File: src/rtl/otter_pipe_pkg.sv
// Shared types and constants for the OTTER pipeline sequencer.
package otter_pipe_pkg;

  // Sequencer states: NOP priming, normal flow, data-memory wait, fatal halt.
  typedef enum logic [1:0] {
    StPrime   = 2'd0,
    StRun     = 2'd1,
    StMemWait = 2'd2,
    StHalt    = 2'd3
  } state_e;

  // Canonical RISC-V NOP (addi x0, x0, 0) loaded by the setnull controls.
  localparam logic [31:0] NOP_INSN = 32'h0000_0013;

  // ALU operand source selects.
  localparam logic [1:0] FWD_RF  = 2'b00;
  localparam logic [1:0] FWD_MEM = 2'b01;
  localparam logic [1:0] FWD_WB  = 2'b10;

endpackage

File: src/rtl/fwd_unit.sv
// Combinational EX-stage forwarding selects and ID-stage write-back bypass.
module fwd_unit
  import otter_pipe_pkg::*;
#(
  parameter int unsigned REG_ADDR_W = 5
) (
  input  logic [REG_ADDR_W-1:0] ex_rs1,
  input  logic [REG_ADDR_W-1:0] ex_rs2,
  input  logic [REG_ADDR_W-1:0] id_rs1,
  input  logic [REG_ADDR_W-1:0] id_rs2,
  input  logic [REG_ADDR_W-1:0] mem_rd,
  input  logic [REG_ADDR_W-1:0] wb_rd,
  input  logic                  mem_reg_write,
  input  logic                  wb_reg_write,
  output logic [1:0]            fwd_a,
  output logic [1:0]            fwd_b,
  output logic                  id_byp_a,
  output logic                  id_byp_b
);

  logic mem_live;
  logic wb_live;

  // x0 is hardwired zero, so a write to it never produces a usable value.
  assign mem_live = mem_reg_write && (mem_rd != '0);
  assign wb_live  = wb_reg_write && (wb_rd != '0);

  // EX/MEM holds the younger result, so it takes priority over MEM/WB.
  always_comb begin
    fwd_a = FWD_RF;
    fwd_b = FWD_RF;
    if (mem_live && (mem_rd == ex_rs1)) begin
      fwd_a = FWD_MEM;
    end else if (wb_live && (wb_rd == ex_rs1)) begin
      fwd_a = FWD_WB;
    end
    if (mem_live && (mem_rd == ex_rs2)) begin
      fwd_b = FWD_MEM;
    end else if (wb_live && (wb_rd == ex_rs2)) begin
      fwd_b = FWD_WB;
    end
  end

  // Register file writes on the clock edge; bypass covers same-cycle read-after-write.
  always_comb begin
    id_byp_a = wb_live && (wb_rd == id_rs1);
    id_byp_b = wb_live && (wb_rd == id_rs2);
  end

endmodule

File: src/rtl/hazard_ctrl.sv
// Pipeline sequencer: stage enables/flushes, hazard detection, memory-wait
// freeze with timeout, and saturating stall/flush statistics.
module hazard_ctrl
  import otter_pipe_pkg::*;
#(
  parameter int unsigned REG_ADDR_W   = 5,
  parameter int unsigned PRIME_CYCLES = 4,
  parameter int unsigned WAIT_TIMEOUT = 255,
  parameter int unsigned CNT_W        = 16
) (
  input  logic                  CLK,
  input  logic                  RST_N,
  input  logic [REG_ADDR_W-1:0] id_rs1,
  input  logic [REG_ADDR_W-1:0] id_rs2,
  input  logic                  id_rs1_used,
  input  logic                  id_rs2_used,
  input  logic [REG_ADDR_W-1:0] ex_rs1,
  input  logic [REG_ADDR_W-1:0] ex_rs2,
  input  logic [REG_ADDR_W-1:0] ex_rd,
  input  logic                  ex_mem_read,
  input  logic [REG_ADDR_W-1:0] mem_rd,
  input  logic [REG_ADDR_W-1:0] wb_rd,
  input  logic                  mem_reg_write,
  input  logic                  wb_reg_write,
  input  logic                  branch_taken,
  input  logic                  mem_busy,
  output logic                  pc_en,
  output logic                  ifid_en,
  output logic                  idex_en,
  output logic                  exmem_en,
  output logic                  memwb_en,
  output logic                  ifid_setnull,
  output logic                  idex_setnull,
  output logic [1:0]            fwd_a,
  output logic [1:0]            fwd_b,
  output logic                  id_byp_a,
  output logic                  id_byp_b,
  output logic                  timeout_err,
  output logic [CNT_W-1:0]      stall_cnt,
  output logic [CNT_W-1:0]      flush_cnt
);

  localparam int unsigned PrimeW = (PRIME_CYCLES > 2) ? $clog2(PRIME_CYCLES) : 1;
  localparam int unsigned WaitW  = $clog2(WAIT_TIMEOUT + 1);

  state_e            state_q, state_d;
  logic [PrimeW-1:0] prime_cnt_q, prime_cnt_d;
  logic [WaitW-1:0]  wait_cnt_q, wait_cnt_d;
  logic [CNT_W-1:0]  stall_cnt_q, stall_cnt_d;
  logic [CNT_W-1:0]  flush_cnt_q, flush_cnt_d;
  logic              timeout_err_q, timeout_err_d;
  logic              stall_inc;
  logic              flush_inc;
  logic              run_rules;
  logic              load_use;

  fwd_unit #(
    .REG_ADDR_W(REG_ADDR_W)
  ) u_fwd_unit (
    .ex_rs1       (ex_rs1),
    .ex_rs2       (ex_rs2),
    .id_rs1       (id_rs1),
    .id_rs2       (id_rs2),
    .mem_rd       (mem_rd),
    .wb_rd        (wb_rd),
    .mem_reg_write(mem_reg_write),
    .wb_reg_write (wb_reg_write),
    .fwd_a        (fwd_a),
    .fwd_b        (fwd_b),
    .id_byp_a     (id_byp_a),
    .id_byp_b     (id_byp_b)
  );

  // Load in EX whose result the ID instruction needs; x0 never creates a hazard.
  assign load_use = ex_mem_read && (ex_rd != '0) &&
                    ((id_rs1_used && (id_rs1 == ex_rd)) || (id_rs2_used && (id_rs2 == ex_rd)));

  // Next state, stage controls and statistic increments.
  always_comb begin
    state_d      = state_q;
    prime_cnt_d  = prime_cnt_q;
    wait_cnt_d   = wait_cnt_q;
    stall_inc    = 1'b0;
    flush_inc    = 1'b0;
    run_rules    = 1'b0;
    pc_en        = 1'b1;
    ifid_en      = 1'b1;
    idex_en      = 1'b1;
    exmem_en     = 1'b1;
    memwb_en     = 1'b1;
    ifid_setnull = 1'b0;
    idex_setnull = 1'b0;

    unique case (state_q)
      StPrime: begin
        pc_en        = 1'b0;
        ifid_en      = 1'b0;
        ifid_setnull = 1'b1;
        idex_setnull = 1'b1;
        if (prime_cnt_q == PrimeW'(PRIME_CYCLES - 1)) begin
          state_d = StRun;
        end else begin
          prime_cnt_d = prime_cnt_q + 1'b1;
        end
      end
      StRun: begin
        if (mem_busy) begin
          pc_en      = 1'b0;
          ifid_en    = 1'b0;
          idex_en    = 1'b0;
          exmem_en   = 1'b0;
          memwb_en   = 1'b0;
          stall_inc  = 1'b1;
          wait_cnt_d = WaitW'(1);
          state_d    = StMemWait;
        end else begin
          run_rules = 1'b1;
        end
      end
      StMemWait: begin
        if (mem_busy) begin
          pc_en     = 1'b0;
          ifid_en   = 1'b0;
          idex_en   = 1'b0;
          exmem_en  = 1'b0;
          memwb_en  = 1'b0;
          stall_inc = 1'b1;
          // Counter already holds the busy cycles before this one.
          if (wait_cnt_q >= WaitW'(WAIT_TIMEOUT - 1)) begin
            state_d = StHalt;
          end else begin
            wait_cnt_d = wait_cnt_q + 1'b1;
          end
        end else begin
          // Memory ready: resume and apply normal rules this same cycle.
          state_d   = StRun;
          run_rules = 1'b1;
        end
      end
      StHalt: begin
        pc_en    = 1'b0;
        ifid_en  = 1'b0;
        idex_en  = 1'b0;
        exmem_en = 1'b0;
        memwb_en = 1'b0;
      end
      default: state_d = StPrime;
    endcase

    // A taken branch squashes the wrong-path ID instruction, so any load-use is moot.
    if (run_rules) begin
      if (branch_taken) begin
        ifid_setnull = 1'b1;
        idex_setnull = 1'b1;
        flush_inc    = 1'b1;
      end else if (load_use) begin
        pc_en        = 1'b0;
        ifid_en      = 1'b0;
        idex_setnull = 1'b1;
        stall_inc    = 1'b1;
      end
    end
  end

  // Saturating statistics and sticky timeout flag.
  always_comb begin
    stall_cnt_d   = stall_cnt_q;
    flush_cnt_d   = flush_cnt_q;
    timeout_err_d = timeout_err_q | (state_d == StHalt);
    if (stall_inc && (stall_cnt_q != {CNT_W{1'b1}})) begin
      stall_cnt_d = stall_cnt_q + 1'b1;
    end
    if (flush_inc && (flush_cnt_q != {CNT_W{1'b1}})) begin
      flush_cnt_d = flush_cnt_q + 1'b1;
    end
  end

  // State and counter registers.
  always_ff @(posedge CLK or negedge RST_N) begin
    if (!RST_N) begin
      state_q       <= StPrime;
      prime_cnt_q   <= '0;
      wait_cnt_q    <= '0;
      stall_cnt_q   <= '0;
      flush_cnt_q   <= '0;
      timeout_err_q <= 1'b0;
    end else begin
      state_q       <= state_d;
      prime_cnt_q   <= prime_cnt_d;
      wait_cnt_q    <= wait_cnt_d;
      stall_cnt_q   <= stall_cnt_d;
      flush_cnt_q   <= flush_cnt_d;
      timeout_err_q <= timeout_err_d;
    end
  end

  assign timeout_err = timeout_err_q;
  assign stall_cnt   = stall_cnt_q;
  assign flush_cnt   = flush_cnt_q;

endmodule

File: config.mk
export PLATFORM = sky130hd
export DESIGN_NAME = hazard_ctrl
export DESIGN_NICKNAME = d
export VERILOG_FILES = /design/src/rtl/otter_pipe_pkg.sv /design/src/rtl/fwd_unit.sv /design/src/rtl/hazard_ctrl.sv
export SDC_FILE = /design/constraint.sdc
export NUM_CORES = 1
export LEC_CHECK = 0
export CAP_MARGIN = 20
export CORE_ASPECT_RATIO = 0.75
export CORE_MARGIN = 3
export CORE_UTILIZATION = 40
export CTS_BUF_LIST = sky130_fd_sc_hd__clkbuf_4 sky130_fd_sc_hd__clkbuf_8 sky130_fd_sc_hd__clkbuf_16
export CTS_CLUSTER_DIAMETER = 150
export DETAILED_ROUTE_END_ITERATION = 6
export MAX_ROUTING_LAYER = met4
export PLACE_DENSITY_LB_ADDON = 0.2
export SLEW_MARGIN = 0
export SYNTH_ARGS = -nofsm -noshare
export SYNTH_HDL_FRONTEND = slang
export SYNTH_SLANG_ARGS = --single-unit
File: constraint.sdc
create_clock -name CLK -period 4.95 [get_ports CLK]
set_clock_uncertainty 0.2 [all_clocks]
set_input_delay 0.99 -clock CLK [delete_from_list [all_inputs] [get_ports CLK]]
set_output_delay 0.99 -clock CLK [all_outputs]
set_load 0.05 [all_outputs]
# Word-level counts from Yosys, hierarchy flattened
# Cells that the tools add are included.
totals:
  input_bits: 44
  word_cells: 88
  register_bits: 45
classes:
  bitwise: 2
  add_sub_neg: 4
  order_cmp: 1
  n_eq_ne: 18
  reduce_logical: 24
  mux: 33
ops:
  columns: ["op", "n"]
  rows:
  - ["5-bit equality test", 8]
  - ["16-bit by 1-bit adder with 16-bit output, second input constant", 2]
  - ["16-bit inequality test, second input constant", 2]
  - ["8-bit two-way mux", 3]
  - ["1-bit two-way mux", 18]
  - ["2-bit two-way mux", 8]
  - ["8-bit one-hot mux with 2 select lines", 1]
  - ["5-bit nonzero test", 3]
  - ["1-bit logical AND", 14]
  - ["8-bit by 1-bit adder with 8-bit output, second input constant", 1]
  - ["2-bit equality test, second input constant", 4]
  - ["8-bit greater-or-equal comparator, second input constant", 1]
  - ["2-bit inequality test, second input constant", 3]
  - ["2-bit one-hot mux with 3 select lines", 1]
  - ["1-bit one-hot mux with 2 select lines", 2]
  - ["4-bit AND reduction", 1]
  - ["2-bit OR reduction", 2]
  - ["2-bit by 1-bit adder with 2-bit output, second input constant", 1]
  - ["2-bit by 1-bit equality test with 1-bit output, second input constant", 1]
  - ["2-bit logical NOT", 1]
  - ["2-bit AND reduction", 1]
  - ["2-bit nonzero test", 1]
  - ["1-bit logical OR", 1]
  - ["1-bit inverter", 1]
  - ["1-bit bitwise OR", 1]

# Longest topological paths before layout
depth:
  ltp_word: 8
  mapped_depth: 8
  mapped_depth_nobuf: 8

# Modules after synthesis
# From an unflattened synthesis, not the netlist that was laid out.
unflattened:
  cells_unflattened: 277
  area_unflattened_um2: 2819.0
by_module_without_submodules:
  columns: ["module", "cells_per_inst", "seq_area_each_um2", "area_each_um2", "n_inst"]
  rows:
  - ["hazard_ctrl", 224, 1126.1, 2417.3, 1]
  - ["fwd_unit", 53, 0.0, 401.6, 1]

# Worst setup path before layout
# OpenSTA, ideal clock, no wires.
synth_path:
  path_kind: "input -> output"
  start: "input mem_rd[0]"
  end: "output fwd_a[1]"
  n_path_buf: 0
  arrival_ns: 3.567
  t_required_ns: 3.760
  stages: 4
  path_slack_ns: 0.193
  path_cell_list: "or4_1 > o21ai_0 > nor4_1 > nor4_1"
synth_between:
  elab_chain_cells: 4
  elab_cells_between_ends: 5
synth_rtl:
  columns: ["element", "line", "text"]
  rows:
  - ["start, declared", "hazard_ctrl.sv:21", "input logic [REG_ADDR_W-1:0] mem_rd,"]
  - ["5-bit nonzero test", "fwd_unit.sv:25", "assign mem_live = mem_reg_write && (mem_rd != '0);"]
  - ["1-bit logical AND", "fwd_unit.sv:25", null]
  - ["1-bit logical AND (*)", "fwd_unit.sv:32", "if (mem_live && (mem_rd == ex_rs1)) begin"]
  - ["2-bit two-way mux (*)", "fwd_unit.sv:32", null]
  - ["end, declared", "hazard_ctrl.sv:34", "output logic [1:0] fwd_a,"]
# Every way passes the cells marked *; elsewhere a longest branch is shown, timed or not.

# Final worst setup path
layout_path:
  start: "input ex_rd[3]"
  end: "output idex_setnull"
layout_between:
  elab_chain_cells: 7
  elab_cells_between_ends: 11
layout_rtl:
  columns: ["element", "line", "text"]
  rows:
  - ["start, declared", "hazard_ctrl.sv:19", "input logic [REG_ADDR_W-1:0] ex_rd,"]
  - ["5-bit equality test", "hazard_ctrl.sv:76", "((id_rs1_used && (id_rs1 == ex_rd)) || (id_rs2_used && (id_rs2 == ex_rd)));"]
  - ["1-bit logical AND", "hazard_ctrl.sv:76", null]
  - ["1-bit logical OR", "hazard_ctrl.sv:76", null]
  - ["1-bit logical AND (*)", "hazard_ctrl.sv:75", "assign load_use = ex_mem_read && (ex_rd != '0) &&"]
  - ["1-bit two-way mux (*)", "hazard_ctrl.sv:156", "end else if (load_use) begin"]
  - ["1-bit two-way mux (*)", "hazard_ctrl.sv:152", "if (branch_taken) begin"]
  - ["1-bit two-way mux (*)", "hazard_ctrl.sv:151", "if (run_rules) begin"]
  - ["end, declared", "hazard_ctrl.sv:33", "output logic idex_setnull,"]
# Marked as above.

==> run summary <==
### Outcome
* finished clean — status

### Critical path
* 830 ps — Crit path largest cell delay
* 3760 ps — CP Data Required Time
* clkdlybuf4s50_1 — most frequent cell on the critical path
* clkdlybuf4s50_1 — cell with the biggest individual delay on the critical path
* 3 — Max FO, Critical Path
* clkdlybuf4s50_1, xnor2_1, nand4_1, o22ai_1, nand2b_1, o21bai_1, clkdlybuf4s50_1 — cells along the critical path
* primary input — Worst setup SP type
* in2out — kind of critical path
* 3250 ps — worst path arrival time
* output pin — crit end category

### Clocking
* 0 — Resize count post-CTS
* done — clock tree from TritonCTS
* 0 — post-CTS setup buffers
* 0 — Hold-fix buffers, CTS
* 5 — Num CTS Buffers
* 2 — number of H-tree levels
* 45 — Num Clock Sinks
* 2 — maximum count of clock buffers along a single path
* 90 ps — clock input transition at the sequential cells of the worst setup and hold paths
* clkbuf_8 — clock root buffer
* 310 ps — insertion delay to the later sink of the worst-skew pair

### Place
* 0.9121 — final weighted congestion in routability-driven placement
* 449 — Inst Count DP
* 89 — count of input and output buffers
* 5408 um — Post-DP HPWL

### Detailed routing
* 6927 um — routed wire length
* 0 — residual DRC count
* 4 — detailed-router iteration count before antenna repair
* 0 — DRT antenna net count
* 3500 um — met1 routed wirelength after detailed routing
* 76 — number of DRC violations after detailed-routing iteration 0
* met4 — Top Metal Used
* 15.12 um — Wirelength per Cell
* 3022 um — met2 WL post-DR
* 5.111 — via-per-instance ratio
* 2341 — via count
* 311 um — met3 WL post-DR

### Synth
* 0 — Yosys warning count
* 0 — number of synthesized flops with an enable pin
* 40.20% — fraction of synthesized cell area taken by the top area cell type
* dfrtp_1, xor2_1, xnor2_1, ha_1, nor2_1 — cell types with the largest area share after synthesis
* dfrtp_1 — cell taking the most area after synthesis
* 9.694 um^2 — mean cell area of the mapped netlist
* 2801 um^2 — area of the mapped netlist
* 40.20% — post-synthesis sequential area ratio
* 46 — Netlist cell types
* 100.0% — post-synthesis async set-or-reset flop share
* 343 — post-synthesis net count
* 289 — post-synthesis instance total
* 45 — Seq cells post-synth
* dfrtp_1 — leading register cell type out of synthesis

### Job
* 0 — count of max-cap constraint violations

### Final layout
* 1126 um^2 — sequential standard cell area
* clkdlybuf4s50_1 — most frequent standard cell in the layout excluding fill and tap cells
* 1582 um^2 — multi-input logic area
* 458 — number of standard cells in the final layout excluding fillers
* clkdlybuf4s50_1, dfrtp_1, xor2_1 — commonest non-fill, non-tap cells in the layout
* 581 — final-layout fill cell count
* 5.305% — layout cells sized above 1
* 0 — Inserted Diodes
* 37.11% — Area growth, synth to finish
* 430 — Layout Nets

### Timing
* 0 — pins over their slew limit
* 4439 ps — Tmin final
* 62.02% — worst slew margin relative to its limit
* 89.69% — share of the clock period used by the worst path
* 0 ps — final setup TNS
* 225.3 MHz — maximum clock frequency
* 564.9 ps — transition at the pin with the smallest max-transition slack
* false — unrepaired setup endpoints after global routing
* 0 — Final setup viols
* 0 — hold violation total from the final report

### Floorplan
* 102.6 um — Die X
* 8054 um^2 — Die ar.
* 90 — I/O Pins
* 25 — Rows
* 6538 um^2 — area inside the core boundary
* 78.48 um — vertical die dimension
* 42.85% — Initial Util

### Global routing
* 0 — number of antenna violations at the first check in global routing
* 19.06% — Tot GR Track Use
* 11900 um — wire length of the first global-routing pass
* 0 — Congestion Overflow GR
* 46 — largest net degree at the start of global routing
* 2390 — via count of the first global-routing pass

### Power and ir drop
* 1.621 nW — leakage power total
* 301.5 uV — Worst VDD drop
* 404.8 nW/um^2 — power density over the cells
* 1.555 mW — power after layout

### Hold path
* reg2reg — class of the most critical hold timing path

## final cells by class
cell class                 count  share of cell area [%]
clock inverter                 2                  0.4235
inverter                       8                  0.7818
clock buffer                   6                   2.150
sequential                    45                   29.32
multi-input combinational    225                   41.17
tap                           81                   2.638
timing repair buffer          91                   23.52
## sequential cells by signal (all words and copies together), names as in the netlist
register and count:
flush_cnt 16, prime_cnt_q 2, stall_cnt 16, wait_cnt_q 8, state_q 2, timeout_err 1
## cells in the mapped netlist, types with 2 or more instances
| cell | count |
|---|---|
| and4_1 | 2 |
| clkbuf_1 | 5 |
| buf_4 | 4 |
| o21a_1 | 2 |
| inv_1 | 8 |
| o21ai_1 | 2 |
| nand2b_1 | 3 |
| dfrtp_1 | 45 |
| or4_1 | 5 |
| nand4_1 | 12 |
| o31ai_1 | 2 |
| o21ai_0 | 2 |
| ha_1 | 10 |
| nor2_1 | 24 |
| xnor2_1 | 35 |
| or3_1 | 2 |
| o22ai_1 | 2 |
| nor2b_1 | 2 |
| xor2_1 | 39 |
| nand2_1 | 20 |
| o211ai_1 | 2 |
| a21oi_1 | 2 |
| nor3_1 | 11 |
| and3_1 | 5 |
| nand3_1 | 17 |
| nor4_1 | 6 |
## worst paths after layout
| kind | start | to | slack, ps | cells past startpoint |
|---|---|---|---|---|
| worst max-delay path | ex_rd[3] | idex_setnull | 510 | 7 |
| worst min register to register | timeout_err$_DFF_PN0_ | timeout_err$_DFF_PN0_ | 260 | 1 |
| max in group asynchronous | RST_N | stall_cnt[4]$_DFFE_PN0P_ | 3810 | 2 |
| worst max register to register | stall_cnt[0]$_DFFE_PN0P_ | stall_cnt[1]$_DFFE_PN0P_ | 2420 | 6 |
| worst min-delay path | timeout_err$_DFF_PN0_ | timeout_err$_DFF_PN0_ | 260 | 1 |
| min in group asynchronous | RST_N | state_q[0]$_DFF_PN0_ | 300 | 1 |
## power breakdown
| group | total [mW] | internal, mW | switching, mW |
|---|---|---|---|
| Sequential | 0.520 | 0.438 | 0.0813 |
| Clock | 0.248 | 0.115 | 0.133 |
| Combinational | 0.787 | 0.297 | 0.490 |
## kinds of logic (layout without fill, tap and decap cells)
group,count (synthesis),count (layout),share of synthesized area (%)
fa+ha+maj,10,10,4.466
buf+inv,19,107,3.350
simple gates,115,115,21.53
xor+xnor,74,74,23.14
mux,3,3,1.161
flops,45,45,40.20
compound gates,23,23,6.164
## through the flow
stage | setup WS [ps] | hold slack (ps) | util [%] | cell area, um^2
2_1_floorplan | 192.9 | 248.0 | - | 2801
3_3_place_gp | 507.5 | 255.5 | 56.94 | 3722
3_5_place_dp | 502.1 | 247.1 | 56.94 | 3722
4_1_cts | 497.5 | 270.2 | 58.45 | 3821
5_1_grt | 396.4 | 286.4 | 58.76 | 3841
6_report | 510.6 | 264.4 | 58.76 | 3841
## metal layers
layer	global-route usage, %	vias to the layer above
met1	27.97	1117
met5	-	-
met4	4.718	0
met3	4.085	6
li1	-	1169
met2	26.68	49
## worst max-delay path: cells and delay by family
family                 cells  cell delay (ps)
AND/OR/NAND/NOR            2              270
buffers and inverters      2             1380
AO/OA/AOI/OAI              2              460
XOR/XNOR                   1              150
No activity file was read; power rests on OpenSTA's default activity.
